## config.mk

```make
export PLATFORM = sky130hd
export DESIGN_NAME = daq_frame_capture
export DESIGN_NICKNAME = d
export VERILOG_FILES = /design/src/rtl/daq_frame_capture.sv
export SDC_FILE = /design/constraint.sdc
export NUM_CORES = 1
export LEC_CHECK = 0
export BUFFER_PORTS_ARGS = -buffer_cell sky130_fd_sc_hd__buf_2
export CAP_MARGIN = 15
export CORE_ASPECT_RATIO = 0.5
export CORE_MARGIN = 2
export CORE_UTILIZATION = 50
export CTS_CLUSTER_DIAMETER = 40
export DETAILED_ROUTE_END_ITERATION = 10
export HOLD_SLACK_MARGIN = 0.12
export PLACE_DENSITY = 0.72
export SYNTH_ARGS = -nofsm -noshare
export SYNTH_HDL_FRONTEND = slang
export SYNTH_SLANG_ARGS = --single-unit
```

## constraint.sdc

```tcl
create_clock -name sys_clk -period 2.4 [get_ports sys_clk]
set_input_delay 0.12 -clock sys_clk [delete_from_list [all_inputs] [get_ports sys_clk]]
set_output_delay 0.12 -clock sys_clk [all_outputs]
set_load 0.005 [all_outputs]
```

## src/rtl/daq_frame_capture.sv

```systemverilog
// daq_frame_capture: samples the camera parallel bus, buffers pixels and emits a framed byte stream.
// Optional `HSYNC_GATE_EN: when defined, pixels are only captured while synchronised hsync is high.
module daq_frame_capture #(
  parameter int unsigned BUF_DEPTH = 8,
  parameter logic [15:0] SYNC_WORD = 16'hA55A
) (
  input  logic        sys_clk,
  input  logic        sys_rst_n,
  input  logic [7:0]  data_in,
  input  logic        pclk,
  input  logic        vsync,
  input  logic        hsync,
  output logic [7:0]  out_data,
  output logic        out_valid,
  input  logic        out_ready,
  output logic        frame_start,
  output logic        frame_done,
  output logic [15:0] frame_cnt,
  output logic [23:0] pixel_cnt,
  output logic        overflow
);

  localparam int unsigned AW = $clog2(BUF_DEPTH);

  typedef enum logic [2:0] {
    IDLE,
    HDR0,
    HDR1,
    HDR2,
    HDR3,
    FRAME,
    DRAIN
  } state_t;

  logic       pclk_s1_q, pclk_s2_q, pclk_s3_q;
  logic       pclk_s1_d, pclk_s2_d, pclk_s3_d;
  logic       vsync_s1_q, vsync_s2_q, vsync_s3_q;
  logic       vsync_s1_d, vsync_s2_d, vsync_s3_d;
  logic [7:0] data_s1_q, data_s2_q;
  logic [7:0] data_s1_d, data_s2_d;

  logic line_gate;

  state_t      state_q, state_d;
  logic        end_pending_q, end_pending_d;
  logic [15:0] frame_cnt_q, frame_cnt_d;
  logic [23:0] pixel_cnt_q, pixel_cnt_d;
  logic        overflow_q, overflow_d;
  logic        frame_start_q, frame_start_d;
  logic        frame_done_q, frame_done_d;
  logic [7:0]  out_data_q, out_data_d;
  logic        out_valid_q, out_valid_d;
  logic [AW:0] wr_ptr_q, wr_ptr_d;
  logic [AW:0] rd_ptr_q, rd_ptr_d;

  logic [7:0] buf_mem [BUF_DEPTH];

  logic       pclk_rise, vsync_fall, vsync_rise;
  logic       capture, strobe, push, pop;
  logic       buf_empty, buf_full, out_load;
  logic       src_valid;
  logic [7:0] src_data;

  always_comb begin
    pclk_s1_d  = pclk;
    pclk_s2_d  = pclk_s1_q;
    pclk_s3_d  = pclk_s2_q;
    vsync_s1_d = vsync;
    vsync_s2_d = vsync_s1_q;
    vsync_s3_d = vsync_s2_q;
    data_s1_d  = data_in;
    data_s2_d  = data_s1_q;
  end

  always_ff @(posedge sys_clk or negedge sys_rst_n) begin
    if (!sys_rst_n) begin
      pclk_s1_q  <= 1'b0;
      pclk_s2_q  <= 1'b0;
      pclk_s3_q  <= 1'b0;
      vsync_s1_q <= 1'b0;
      vsync_s2_q <= 1'b0;
      vsync_s3_q <= 1'b0;
      data_s1_q  <= '0;
      data_s2_q  <= '0;
    end else begin
      pclk_s1_q  <= pclk_s1_d;
      pclk_s2_q  <= pclk_s2_d;
      pclk_s3_q  <= pclk_s3_d;
      vsync_s1_q <= vsync_s1_d;
      vsync_s2_q <= vsync_s2_d;
      vsync_s3_q <= vsync_s3_d;
      data_s1_q  <= data_s1_d;
      data_s2_q  <= data_s2_d;
    end
  end

`ifdef HSYNC_GATE_EN
  logic hsync_s1_q, hsync_s2_q;
  logic hsync_s1_d, hsync_s2_d;

  always_comb begin
    hsync_s1_d = hsync;
    hsync_s2_d = hsync_s1_q;
  end

  always_ff @(posedge sys_clk or negedge sys_rst_n) begin
    if (!sys_rst_n) begin
      hsync_s1_q <= 1'b0;
      hsync_s2_q <= 1'b0;
    end else begin
      hsync_s1_q <= hsync_s1_d;
      hsync_s2_q <= hsync_s2_d;
    end
  end

  assign line_gate = hsync_s2_q;
`else
  logic unused_hsync;
  assign unused_hsync = hsync;
  assign line_gate    = 1'b1;
`endif

  // hsync shares the pclk synchroniser depth, so the gate lines up with the detected edge
  assign pclk_rise  = pclk_s2_q & ~pclk_s3_q;
  assign vsync_fall = ~vsync_s2_q & vsync_s3_q;
  assign vsync_rise = vsync_s2_q & ~vsync_s3_q;

  assign buf_empty = (wr_ptr_q == rd_ptr_q);
  assign buf_full  = ((wr_ptr_q ^ rd_ptr_q) == {1'b1, {AW{1'b0}}});
  assign out_load  = ~out_valid_q | out_ready;
  assign capture   = (state_q == HDR0) || (state_q == HDR1) || (state_q == HDR2) ||
                     (state_q == HDR3) || (state_q == FRAME);
  assign strobe    = pclk_rise & line_gate & capture;

  always_comb begin
    state_d       = state_q;
    end_pending_d = end_pending_q;
    frame_cnt_d   = frame_cnt_q;
    pixel_cnt_d   = pixel_cnt_q;
    overflow_d    = overflow_q;
    frame_start_d = 1'b0;
    frame_done_d  = 1'b0;
    out_valid_d   = out_valid_q;
    out_data_d    = out_data_q;
    wr_ptr_d      = wr_ptr_q;
    rd_ptr_d      = rd_ptr_q;
    src_valid     = 1'b0;
    src_data      = '0;
    pop           = 1'b0;
    push          = 1'b0;

    case (state_q)
      IDLE: begin
        if (vsync_fall) begin
          state_d       = HDR0;
          frame_cnt_d   = frame_cnt_q + 16'd1;
          pixel_cnt_d   = '0;
          overflow_d    = 1'b0;
          frame_start_d = 1'b1;
          end_pending_d = 1'b0;
        end
      end
      HDR0: begin
        src_valid = 1'b1;
        src_data  = SYNC_WORD[15:8];
        if (out_load) state_d = HDR1;
      end
      HDR1: begin
        src_valid = 1'b1;
        src_data  = SYNC_WORD[7:0];
        if (out_load) state_d = HDR2;
      end
      HDR2: begin
        src_valid = 1'b1;
        src_data  = frame_cnt_q[15:8];
        if (out_load) state_d = HDR3;
      end
      HDR3: begin
        src_valid = 1'b1;
        src_data  = frame_cnt_q[7:0];
        if (out_load) state_d = (end_pending_q || vsync_rise) ? DRAIN : FRAME;
      end
      FRAME: begin
        src_valid = ~buf_empty;
        src_data  = buf_mem[rd_ptr_q[AW-1:0]];
        pop       = out_load & ~buf_empty;
        if (vsync_rise) state_d = DRAIN;
      end
      DRAIN: begin
        src_valid = ~buf_empty;
        src_data  = buf_mem[rd_ptr_q[AW-1:0]];
        pop       = out_load & ~buf_empty;
        if (buf_empty && out_load) begin
          frame_done_d = 1'b1;
          state_d      = IDLE;
        end
      end
      default: state_d = IDLE;
    endcase

    // A short frame may end before the header is out; remember it until HDR3 completes
    if (capture && (state_q != FRAME) && vsync_rise) end_pending_d = 1'b1;

    push = strobe & (~buf_full | pop);
    if (strobe) begin
      pixel_cnt_d = (pixel_cnt_q == 24'hFFFFFF) ? pixel_cnt_q : pixel_cnt_q + 24'd1;
      if (!push) overflow_d = 1'b1;
    end

    if (push) wr_ptr_d = wr_ptr_q + {{AW{1'b0}}, 1'b1};
    if (pop)  rd_ptr_d = rd_ptr_q + {{AW{1'b0}}, 1'b1};

    if (out_load) begin
      out_valid_d = src_valid;
      if (src_valid) out_data_d = src_data;
    end
  end

  always_ff @(posedge sys_clk or negedge sys_rst_n) begin
    if (!sys_rst_n) begin
      state_q       <= IDLE;
      end_pending_q <= 1'b0;
      frame_cnt_q   <= '0;
      pixel_cnt_q   <= '0;
      overflow_q    <= 1'b0;
      frame_start_q <= 1'b0;
      frame_done_q  <= 1'b0;
      out_data_q    <= '0;
      out_valid_q   <= 1'b0;
      wr_ptr_q      <= '0;
      rd_ptr_q      <= '0;
    end else begin
      state_q       <= state_d;
      end_pending_q <= end_pending_d;
      frame_cnt_q   <= frame_cnt_d;
      pixel_cnt_q   <= pixel_cnt_d;
      overflow_q    <= overflow_d;
      frame_start_q <= frame_start_d;
      frame_done_q  <= frame_done_d;
      out_data_q    <= out_data_d;
      out_valid_q   <= out_valid_d;
      wr_ptr_q      <= wr_ptr_d;
      rd_ptr_q      <= rd_ptr_d;
    end
  end

  // Storage needs no reset: only entries between the pointers are ever read
  always_ff @(posedge sys_clk) begin
    if (push) buf_mem[wr_ptr_q[AW-1:0]] <= data_s2_q;
  end

  assign out_data    = out_data_q;
  assign out_valid   = out_valid_q;
  assign frame_start = frame_start_q;
  assign frame_done  = frame_done_q;
  assign frame_cnt   = frame_cnt_q;
  assign pixel_cnt   = pixel_cnt_q;
  assign overflow    = overflow_q;

endmodule

```

Word level (Yosys, flattened, before mapping). Memory sizes are Yosys's and may differ from the RTL's. Cells that the tools add are included. W data, S select, Z words.

Register bits after elaboration: 86. Bits in writable memories: 64. Input bits: 14. Output and inout bits: 52. Word-level logic and storage cells: 106. Memories kept: 1.

Add/subtract/negate cells: 4. Equality and inequality tests: 18. Mux-type cells: 29. Bitwise operators: 15. Reductions and logical operators: 20.

Memories: buf_mem (words 8, width 8, read ports 1, clocked after memory_dff 0, write ports 1, line 56) `logic [7:0] buf_mem [BUF_DEPTH];`.

Operators with widths (count): $mux W24 (4); $pmux W8 S5 (1); $add A24 B1 Y24 const B (1); $eq A24 B24 Y1 const B (1); $mux W3 (7); $pmux W3 S7 (1); $add A16 B1 Y16 const B (1); $ne A2 B2 Y1 const B (8); $mux W1 (14); $eq A3 B3 Y1 const B (3); $add A4 B1 Y4 const B (2); $reduce_bool A2 Y1 (4); $reduce_and A7 Y1 (1); $and A1 B1 Y1 (6); $eq A3 B2 Y1 const B (2); $not A1 Y1 (6); $reduce_and A2 Y1 (3); $logic_or A1 B1 Y1 (5); $eq A4 B4 Y1 (1); $eq A4 B4 Y1 const B (1); $reduce_or A4 Y1 (1); $xor A4 B4 Y4 (1); $eq A3 B1 Y1 const B (1); $logic_and A1 B1 Y1 (3); 7 further kinds (8).

Logic depth before layout (Yosys ltp). Gate-level depths: netlist (run 1).

Depth after elaboration: 9. Mapped depth: 9. Mapped depth without buffers: 5.

Worst setup path before layout (run 1). Ideal clock, no wire load.

Path type: register to register. From: register rd_ptr_q[1]. To: memory buf_mem[1][0], enable pin. Library setup time: 0.398 ns. Data arrival time: 2.200 ns. Required time: 2.002 ns. Setup slack: -0.198 ns. Stages on the path, launching flop included: 6. Buffers on the path: 1. Clock period less this slack: 2.598 ns. Path through: dfrtp_1 > clkbuf_1 > xor2_1 > nor3_1 > a31o_2 > nor4b_1.

Cells in the longest elaborated chain, start to end: 8. Elaborated cells on any way between the ends: 11. Classes of those cells: eq/ne (2); mux (3); bitwise (6).

RTL lines: start: declaration (line 54) `logic [AW:0] rd_ptr_q, rd_ptr_d;`; start signal: assignment (line 243) `rd_ptr_q <= rd_ptr_d;`; $eq A4 B4 Y1 (line 128) `assign buf_empty = (wr_ptr_q == rd_ptr_q);`; $not A1 Y1 (line 186, 192); $and A1 B1 Y1 (line 186, 192); $mux W1; $or A1 B1 Y1 (*) (line 204) `push = strobe & (~buf_full | pop);`; $and A1 B1 Y1 (*) (line 204); $mux W1 (*) (line 249) `if (push) buf_mem[wr_ptr_q[AW-1:0]] <= data_s2_q;`; $mux W1 (implied by the code) (*) (line 249); end: declaration (line 56).

Every way passes the cells marked *; elsewhere a longest branch is shown, timed or not.

Worst setup path after layout (run 1).
From: register wr_ptr_q[2]. To: memory buf_mem[6][3], enable pin.

Cells in the longest elaborated chain, start to end: 8. Elaborated cells on any way between the ends: 11. Classes of those cells: eq/ne (2); mux (3); bitwise (6).

RTL lines: start: declaration (line 53) `logic [AW:0] wr_ptr_q, wr_ptr_d;`; start signal: assignment (line 242) `wr_ptr_q <= wr_ptr_d;`; $eq A4 B4 Y1 (line 128); $not A1 Y1 (line 186, 192); $and A1 B1 Y1 (line 186, 192); $mux W1; $or A1 B1 Y1 (line 204); $and A1 B1 Y1 (line 204); $mux W1 (line 249); $mux W1 (implied by the code) (line 249).

Several ways; a longest one is shown, not always the timed one.

==> flow_metrics.py, run 1 <==
metrics = {
    "status": {
        "status": "completed",
    },
    "grt": {
        "grt_pass1_wl_mm": 21.1,
        "first_global_vias": 4018,
        "grt_overflow_total": 0,
        "grt_antenna_before_repair": 0,
        "globalRouteTotalUtil": 0.201,
        "grt_max_degree": 36,
    },
    "floorplan": {
        "num_io_pins": 66,
        "dieWidth_um": 164,
        "row_count": 29,
        "floorplan.core_area_um2": 12600,
        "die-area_um2": 13800,
        "initial_core_util": 0.509,
        "die_h_um": 84.0,
    },
    "final_layout": {
        "antennaDiodeCount": 0,
        "area_delta_synth_final_pct": 20.5,
        "layout.nets": 580,
        "utilization": 0.614,
        "commonest_cells_after_routing_fill_and_taps_aside": "86 x sky130_fd_sc_hd__dfrtp_1, 64 x sky130_fd_sc_hd__edfxtp_1, 63 x sky130_fd_sc_hd__buf_2",
        "drive_gt1_frac": 0.278,
        "final_design_area_no_fill_um2": 7700,
        "final_cell_count_no_fill": 745,
        "layout_commonest_cell": "sky130_fd_sc_hd__dfrtp_1",
    },
    "logic_synthesis": {
        "ys_seq_area_frac": 0.637,
        "synth_fp_nets": 490,
        "post_synth_and_or_nand_nor_area_fraction": 0.137,
        "post_synthesis_share_of_cell_area_spent_on_xor_and_xnor_gates": 0.0425,
        "count_of_flip_flops_with_a_built_in_enable_after_synthesis": 64,
        "synthMuxAreaShare": 0.0803,
        "postSynthRegisterBits": 150,
        "yosys_warnings": 0,
        "synth-adder-area-share": 0.00783,
        "synth_top_family_by_area": "simple AND/OR/NAND/NOR gates",
        "synthesis.area_per_instance_um2": 13.5,
        "synth.distinct_cells": 55,
        "mappedNetlistArea_um2": 6390,
        "synth-async-reset-ratio": 0.573,
        "compound_cell_area_share_of_the_yosys_netlist": 0.0711,
        "synth_cells": 472,
        "dominantRegCellSynth": "sky130_fd_sc_hd__dfrtp_1",
    },
    "placed_design": {
        "dpl.cell_count": 702,
        "place.detailed.hpwl_mm": 8.41,
        "portBuffers": 64,
        "cell_area_after_placement_um2": 6990,
        "gpl.final_weighted_congestion": 0.839,
    },
    "sta": {
        "hold_violations": 0,
        "maxSlewHeadroom": 0.580,
        "maxSlewViolCount": 0,
        "setup_total_negative_slack_ns": 0,
        "setup_repair_after_global_routing_missed_its_margin": "false",
        "finalClockSkew_ns": 0.00684,
        "fin_crit_sh": 0.921,
        "max_freq_ghz": 0.452,
        "setup_viol": 0,
        "finalWorstPathRequiredPeriod_ns": 2.21,
        "worst-slew-pin-transition_ns": 0.614,
    },
    "worst_setup_path": {
        "reg2regPathDepth": 6,
        "crit_path_end_kind": "flop",
        "critical_path.reg2reg.startpoint": "wr_ptr_q[2]",
        "setup.worst_path.start": "wr_ptr_q[2]",
        "critPathMaxFanout": 10,
        "worstSetupStartpointType": "flop",
        "critPathRequiredTime_ns": 2.53,
        "timing_worst_setup_path_type": "flop to flop",
        "crit_arrival_ns": 2.34,
        "reg2reg_setup_slack_ns": 0.19,
        "r2r_end": "buf_mem[6][3]",
        "worst_setup_path_endpoint": "buf_mem[6][3]",
    },
    "power_and_ir_drop": {
        "power-per-cell-area_nw_per_um2": 1050,
        "design_power_total_mw": 8.10,
        "static_leakage_nw": 3.19,
        "worst_ir_drop_vdd_uv": 470,
    },
    "detailed_routing": {
        "avgViaCountPerCell": 5.56,
        "drt_first_iter_violations": 429,
        "dr.pass1.iters": 4,
        "routed_wl_mm": 12.8,
        "detailroute.via_count": 4145,
        "antenna_left": 0,
        "detail_route.wl_per_cell_um": 17.2,
        "drc_errors": 0,
    },
    "clock_tree": {
        "cts-root-to-sink-buffers": 2,
        "worst_setup_hold_path_clk_slew_ns": 0.06,
        "clkLatencyLatePin_ns": 0.42,
        "clock-sinks": 150,
        "cts_tree": "built",
        "clock_tree.htree_level_count": 4,
        "clock_tree.root_cell": "sky130_fd_sc_hd__clkbuf_16",
        "postCtsSetupRepairBufs": 0,
        "number_of_buffers_inserted_during_clock_tree_synthesis": 17,
    },
    "min_path": {
        "hold_path.class": "input pin to flop",
    },
    "run": {
        "maxCapViolations": 0,
    },
}
worst max-delay path: stages (launching register included):
cell and delay [ns]:
sky130_fd_sc_hd__dfrtp_1 0.58, sky130_fd_sc_hd__xor2_1 0.22, sky130_fd_sc_hd__nor3_1 0.10, sky130_fd_sc_hd__a31oi_1 0.40
sky130_fd_sc_hd__nand2_1 0.17, sky130_fd_sc_hd__nor3b_1 0.22, sky130_fd_sc_hd__buf_4 0.21
through the flow:
step	setup slack, ns	hold WS [ns]
floorplan	-0.0447	-0.176
global placement	0.264	0.110
detailed placement	0.243	0.109
CTS	0.211	0.175
global route	0.0200	0.233
finish	0.190	0.174
report_power, final:
part,switching [mW],internal (mW)
Clock,1.08,1.65
Combinational,1.07,0.985
Sequential,0.315,3.00
Total,2.46,5.64
cell usage after synthesis (2+ instances only):
library cell	instances	share of area
sky130_fd_sc_hd__dfrtp_1	86	0.34
sky130_fd_sc_hd__edfxtp_1	64	0.30
sky130_fd_sc_hd__nand2_1	48	0.028
sky130_fd_sc_hd__a21oi_1	19	0.015
sky130_fd_sc_hd__nor2_1	18	0.011
sky130_fd_sc_hd__xnor2_1	18	0.025
sky130_fd_sc_hd__mux4_2	16	0.056
sky130_fd_sc_hd__o21ai_0	16	0.013
sky130_fd_sc_hd__nand3_1	15	0.012
sky130_fd_sc_hd__nand4_1	14	0.014
sky130_fd_sc_hd__xor2_1	13	0.018
sky130_fd_sc_hd__mux2_2	10	0.018
sky130_fd_sc_hd__or3_1	10	0.0098
sky130_fd_sc_hd__and3_1	9	0.0088
sky130_fd_sc_hd__buf_2	8	0.0063
sky130_fd_sc_hd__clkbuf_1	8	0.0047
sky130_fd_sc_hd__nor3_1	7	0.0055
sky130_fd_sc_hd__nand2b_1	6	0.0059
sky130_fd_sc_hd__a22oi_1	5	0.0059
sky130_fd_sc_hd__buf_1	5	0.0029
sky130_fd_sc_hd__inv_1	5	0.0029
sky130_fd_sc_hd__o211ai_1	5	0.0059
sky130_fd_sc_hd__a222oi_1	4	0.0063
sky130_fd_sc_hd__buf_6	4	0.0070
sky130_fd_sc_hd__ha_1	4	0.0078
sky130_fd_sc_hd__mux2i_1	4	0.0063
sky130_fd_sc_hd__nor2b_1	4	0.0039
sky130_fd_sc_hd__or4_1	4	0.0047
sky130_fd_sc_hd__a2111oi_0	3	0.0041
sky130_fd_sc_hd__a31o_2	3	0.0041
sky130_fd_sc_hd__and4_4	3	0.0053
sky130_fd_sc_hd__nor3b_1	3	0.0035
sky130_fd_sc_hd__nor4_1	3	0.0029
sky130_fd_sc_hd__o31ai_1	3	0.0035
sky130_fd_sc_hd__a31oi_1	2	0.0020
sky130_fd_sc_hd__a32o_1	2	0.0031
sky130_fd_sc_hd__and2_1	2	0.0020
sky130_fd_sc_hd__nor3_2	2	0.0031
sequential cells by signal, indices dropped and copies added, names as in the netlist:
name,count
out_valid,1
wr_ptr_q,4
vsync_s3_q,1
vsync_s1_q,1
data_s1_q,8
frame_start,1
pclk_s1_q,1
pclk_s2_q,1
end_pending_q,1
pclk_s3_q,1
frame_cnt,16
overflow,1
rd_ptr_q,4
data_s2_q,8
out_data,8
pixel_cnt,24
frame_done,1
buf_mem,64
vsync_s2_q,1
state_q,3
cell type report:
cell class / count / area (um2)
fillers: 979 / 4850
flip-flops and latches: 150 / 4070
multi-input cells: 292 / 2180
repair buffers: 96 / 616
clock buffers: 19 / 433
well taps: 170 / 213
clock inverters: 13 / 170
inverters: 5 / 18.8
layer usage:
metal,vias to the layer above,part of all wire,track usage
met2,81,0.47,0.303
met4,0,0.013,0.0813
met3,16,0.037,0.0457
met1,2091,0.48,0.285
met5,-,0,0
li1,1957,-,-
cell families after synthesis:
group           after synthesis
buf+inv                      30
mux                          30
compound gates               68
flops                       150
simple gates                159
fa+ha+maj                     4
xor+xnor                     31
worst min path at each step:
stage	start	to	slack (ns)	depth (start not counted)
CTS	out_ready	out_valid	0.18	3
global placement	sys_rst_n	data_s1_q[5]	0.11	1
floorplan	sys_rst_n	data_s1_q[0]	-0.18	0
global route	out_ready	out_valid	0.23	3
detailed placement	sys_rst_n	data_s1_q[5]	0.11	1
finish	out_ready	out_valid	0.17	3
timing repair:
item	4_1_cts	5_1_grt
hold endpoints to repair	75	0
setup endpoints to repair	0	2
hold buffers	11	0
resized for setup	0	1
(Power assumes the default switching activity.)
==> run 2: changes to the inputs <==
Settings changed: CAP_MARGIN 15 to 20, PLACE_DENSITY 0.72 to 0.69.
Clock period 2.4 ns to 2.3 ns, I/O delays scaled along.
==> flow_metrics.py, run 2 (synthesis results as in run 1) <==
metrics = {
    "final_layout": {
        "largest_register_ff_count": 64,
        "commonest_cells_after_routing_fill_and_taps_aside": "86 x sky130_fd_sc_hd__dfrtp_1, 64 x sky130_fd_sc_hd__edfxtp_1, 63 x sky130_fd_sc_hd__buf_2",
        "drive_gt1_frac": 0.287,
        "antennaDiodeCount": 0,
        "final_design_area_no_fill_um2": 7700,
        "area_delta_synth_final_pct": 20.5,
        "layout_commonest_cell": "sky130_fd_sc_hd__dfrtp_1",
        "layout.nets": 583,
    },
    "clock_tree": {
        "number_of_buffers_inserted_during_clock_tree_synthesis": 17,
        "clock_tree.root_cell": "sky130_fd_sc_hd__clkbuf_16",
        "cts_tree": "built",
        "postCtsSetupRepairBufs": 0,
        "clkLatencyLatePin_ns": 0.41,
        "clock_tree.htree_level_count": 4,
        "worst_setup_hold_path_clk_slew_ns": 0.06,
        "clock-sinks": 150,
        "cts-root-to-sink-buffers": 2,
    },
    "floorplan": {
        "initial_core_util": 0.509,
        "row_count": 29,
        "die-area_um2": 13800,
        "floorplan.core_area_um2": 12600,
        "die_h_um": 84.0,
        "num_io_pins": 66,
        "dieWidth_um": 164,
    },
    "grt": {
        "first_global_vias": 4013,
        "grt_max_degree": 50,
        "globalRouteMet2Util": 0.313,
        "gr-usage-met1": 0.290,
        "grt_antenna_before_repair": 0,
        "busiest_layer": "met2",
        "grt_pass1_wl_mm": 21.2,
        "globalRouteTotalUtil": 0.202,
        "grt_overflow_total": 0,
        "use_met3": 0.0417,
    },
    "run": {
        "maxCapViolations": 0,
    },
    "sta": {
        "fin_crit_sh": 0.928,
        "finalClockSkew_ns": 0.00899,
        "worst-slew-pin-transition_ns": 0.657,
        "hold_violations": 0,
        "finalWorstPathRequiredPeriod_ns": 2.13,
        "setup_viol": 0,
        "maxSlewHeadroom": 0.562,
        "setup_repair_after_global_routing_missed_its_margin": "false",
        "maxSlewViolCount": 0,
        "finalWorstSetupSlack_ns": 0.166,
        "max_freq_ghz": 0.469,
    },
    "detailed_routing": {
        "drc_errors": 0,
        "antenna_left": 0,
        "dr.pass1.iters": 4,
        "avgViaCountPerCell": 5.61,
        "routed_wl_mm": 12.9,
        "detail_route.wl_per_cell_um": 17.3,
        "detailroute.via_count": 4200,
        "drt_first_iter_violations": 425,
    },
    "worst_setup_path": {
        "crit_arrival_ns": 2.43,
        "worstSetupStartpointType": "flop",
        "crit_path_end_kind": "flop",
        "timing_worst_setup_path_type": "flop to flop",
        "reg2regPathDepth": 5,
        "critPathRequiredTime_ns": 2.59,
        "critPathMaxFanout": 8,
    },
    "placed_design": {
        "cell_area_after_placement_um2": 7020,
        "portBuffers": 64,
        "placement.setup.worst_slack_ns": 0.193,
        "gpl.final_weighted_congestion": 0.769,
        "place.detailed.hpwl_mm": 8.55,
    },
    "power_and_ir_drop": {
        "static_leakage_nw": 3.19,
        "power-per-cell-area_nw_per_um2": 1070,
        "worst_ir_drop_vdd_uv": 480,
    },
    "status": {
        "status": "completed",
    },
    "min_path": {
        "hold_path.class": "input pin to flop",
        "worst_hold_path.num_cells": 4,
    },
}
[run 2: changes by cell type in the layout (fill, tap and decap cells not counted), sizes merged]
cell | before | now
clkinv | 4 | 6
buf | 85 | 88
inv | 10 | 14
clkbuf | 19 | 17
bufinv | 3 | 0
clkinvlp | 1 | 0
[run 2: path summary, 6_finish.rpt]
check | startpoint | endpoint | slack, ns
hold / removal | out_ready | out_valid | 0.14
max in group asynchronous | sys_rst_n | data_s2_q[1] | 1.39
setup / recovery | wr_ptr_q[3] | out_data[5] | 0.17
min in group asynchronous | sys_rst_n | frame_start | 0.26
setup reg to reg | wr_ptr_q[3] | out_data[5] | 0.17
hold reg to reg | data_s1_q[2] | data_s2_q[2] | 0.35
[run 2: report_power, final]
part | leakage [nW] | switching, mW | total (mW) | internal (mW)
registers | 1.68 | 0.264 | 3.40 | 3.13
clock network | 0.280 | 1.19 | 2.62 | 1.43
logic | 1.23 | 1.18 | 2.24 | 1.06
total | 3.19 | 2.64 | 8.26 | 5.62
[run 2: metrics by stage]
| step | power [mW] | TNS (ns) | util | hold WS, ns | std cells |
|---|---|---|---|---|---|
| 2_1_floorplan | 4.95 | -2.57 | - | -0.181 | 472 |
| 3_3_place_gp | 5.62 | 0 | 0.559 | 0.185 | 705 |
| 3_5_place_dp | 5.67 | 0 | 0.559 | 0.191 | 705 |
| 4_1_cts | 8.32 | 0 | 0.613 | 0.132 | 748 |
| 5_1_grt | 8.73 | 0 | 0.614 | 0.158 | 748 |
| 6_report | 8.26 | 0 | 0.614 | 0.144 | 748 |
[run 2: per-layer routing]
metal | share of wire | up-vias
met5 | 0 | -
met4 | 0.0084 | 0
met3 | 0.043 | 11
met2 | 0.47 | 91
met1 | 0.48 | 2124
li1 | - | 1974
[run 2: timing repair]
action	4_1_cts	5_1_grt
resized for setup	0	2
hold endpoints to repair	58	0
endpoints found under the setup margin	0	18
hold buffers	11	0
[run 2: layout make-up]
cell class,count,area (um2)
clock buffer,17,425
clock inverter,15,138
fill,982,4850
inverter,5,18.8
multi-input combinational,292,2190
sequential,150,4070
tap,170,213
timing repair buffer,99,651
[run 2: worst max-delay path, cell delays in order (launching register included)]
cell	delay [ns]
sky130_fd_sc_hd__dfrtp_1	0.41
sky130_fd_sc_hd__xor2_1	0.22
sky130_fd_sc_hd__nor4_1	0.53
sky130_fd_sc_hd__o211ai_1	0.23
sky130_fd_sc_hd__nand3_2	0.27
sky130_fd_sc_hd__mux2_2	0.37
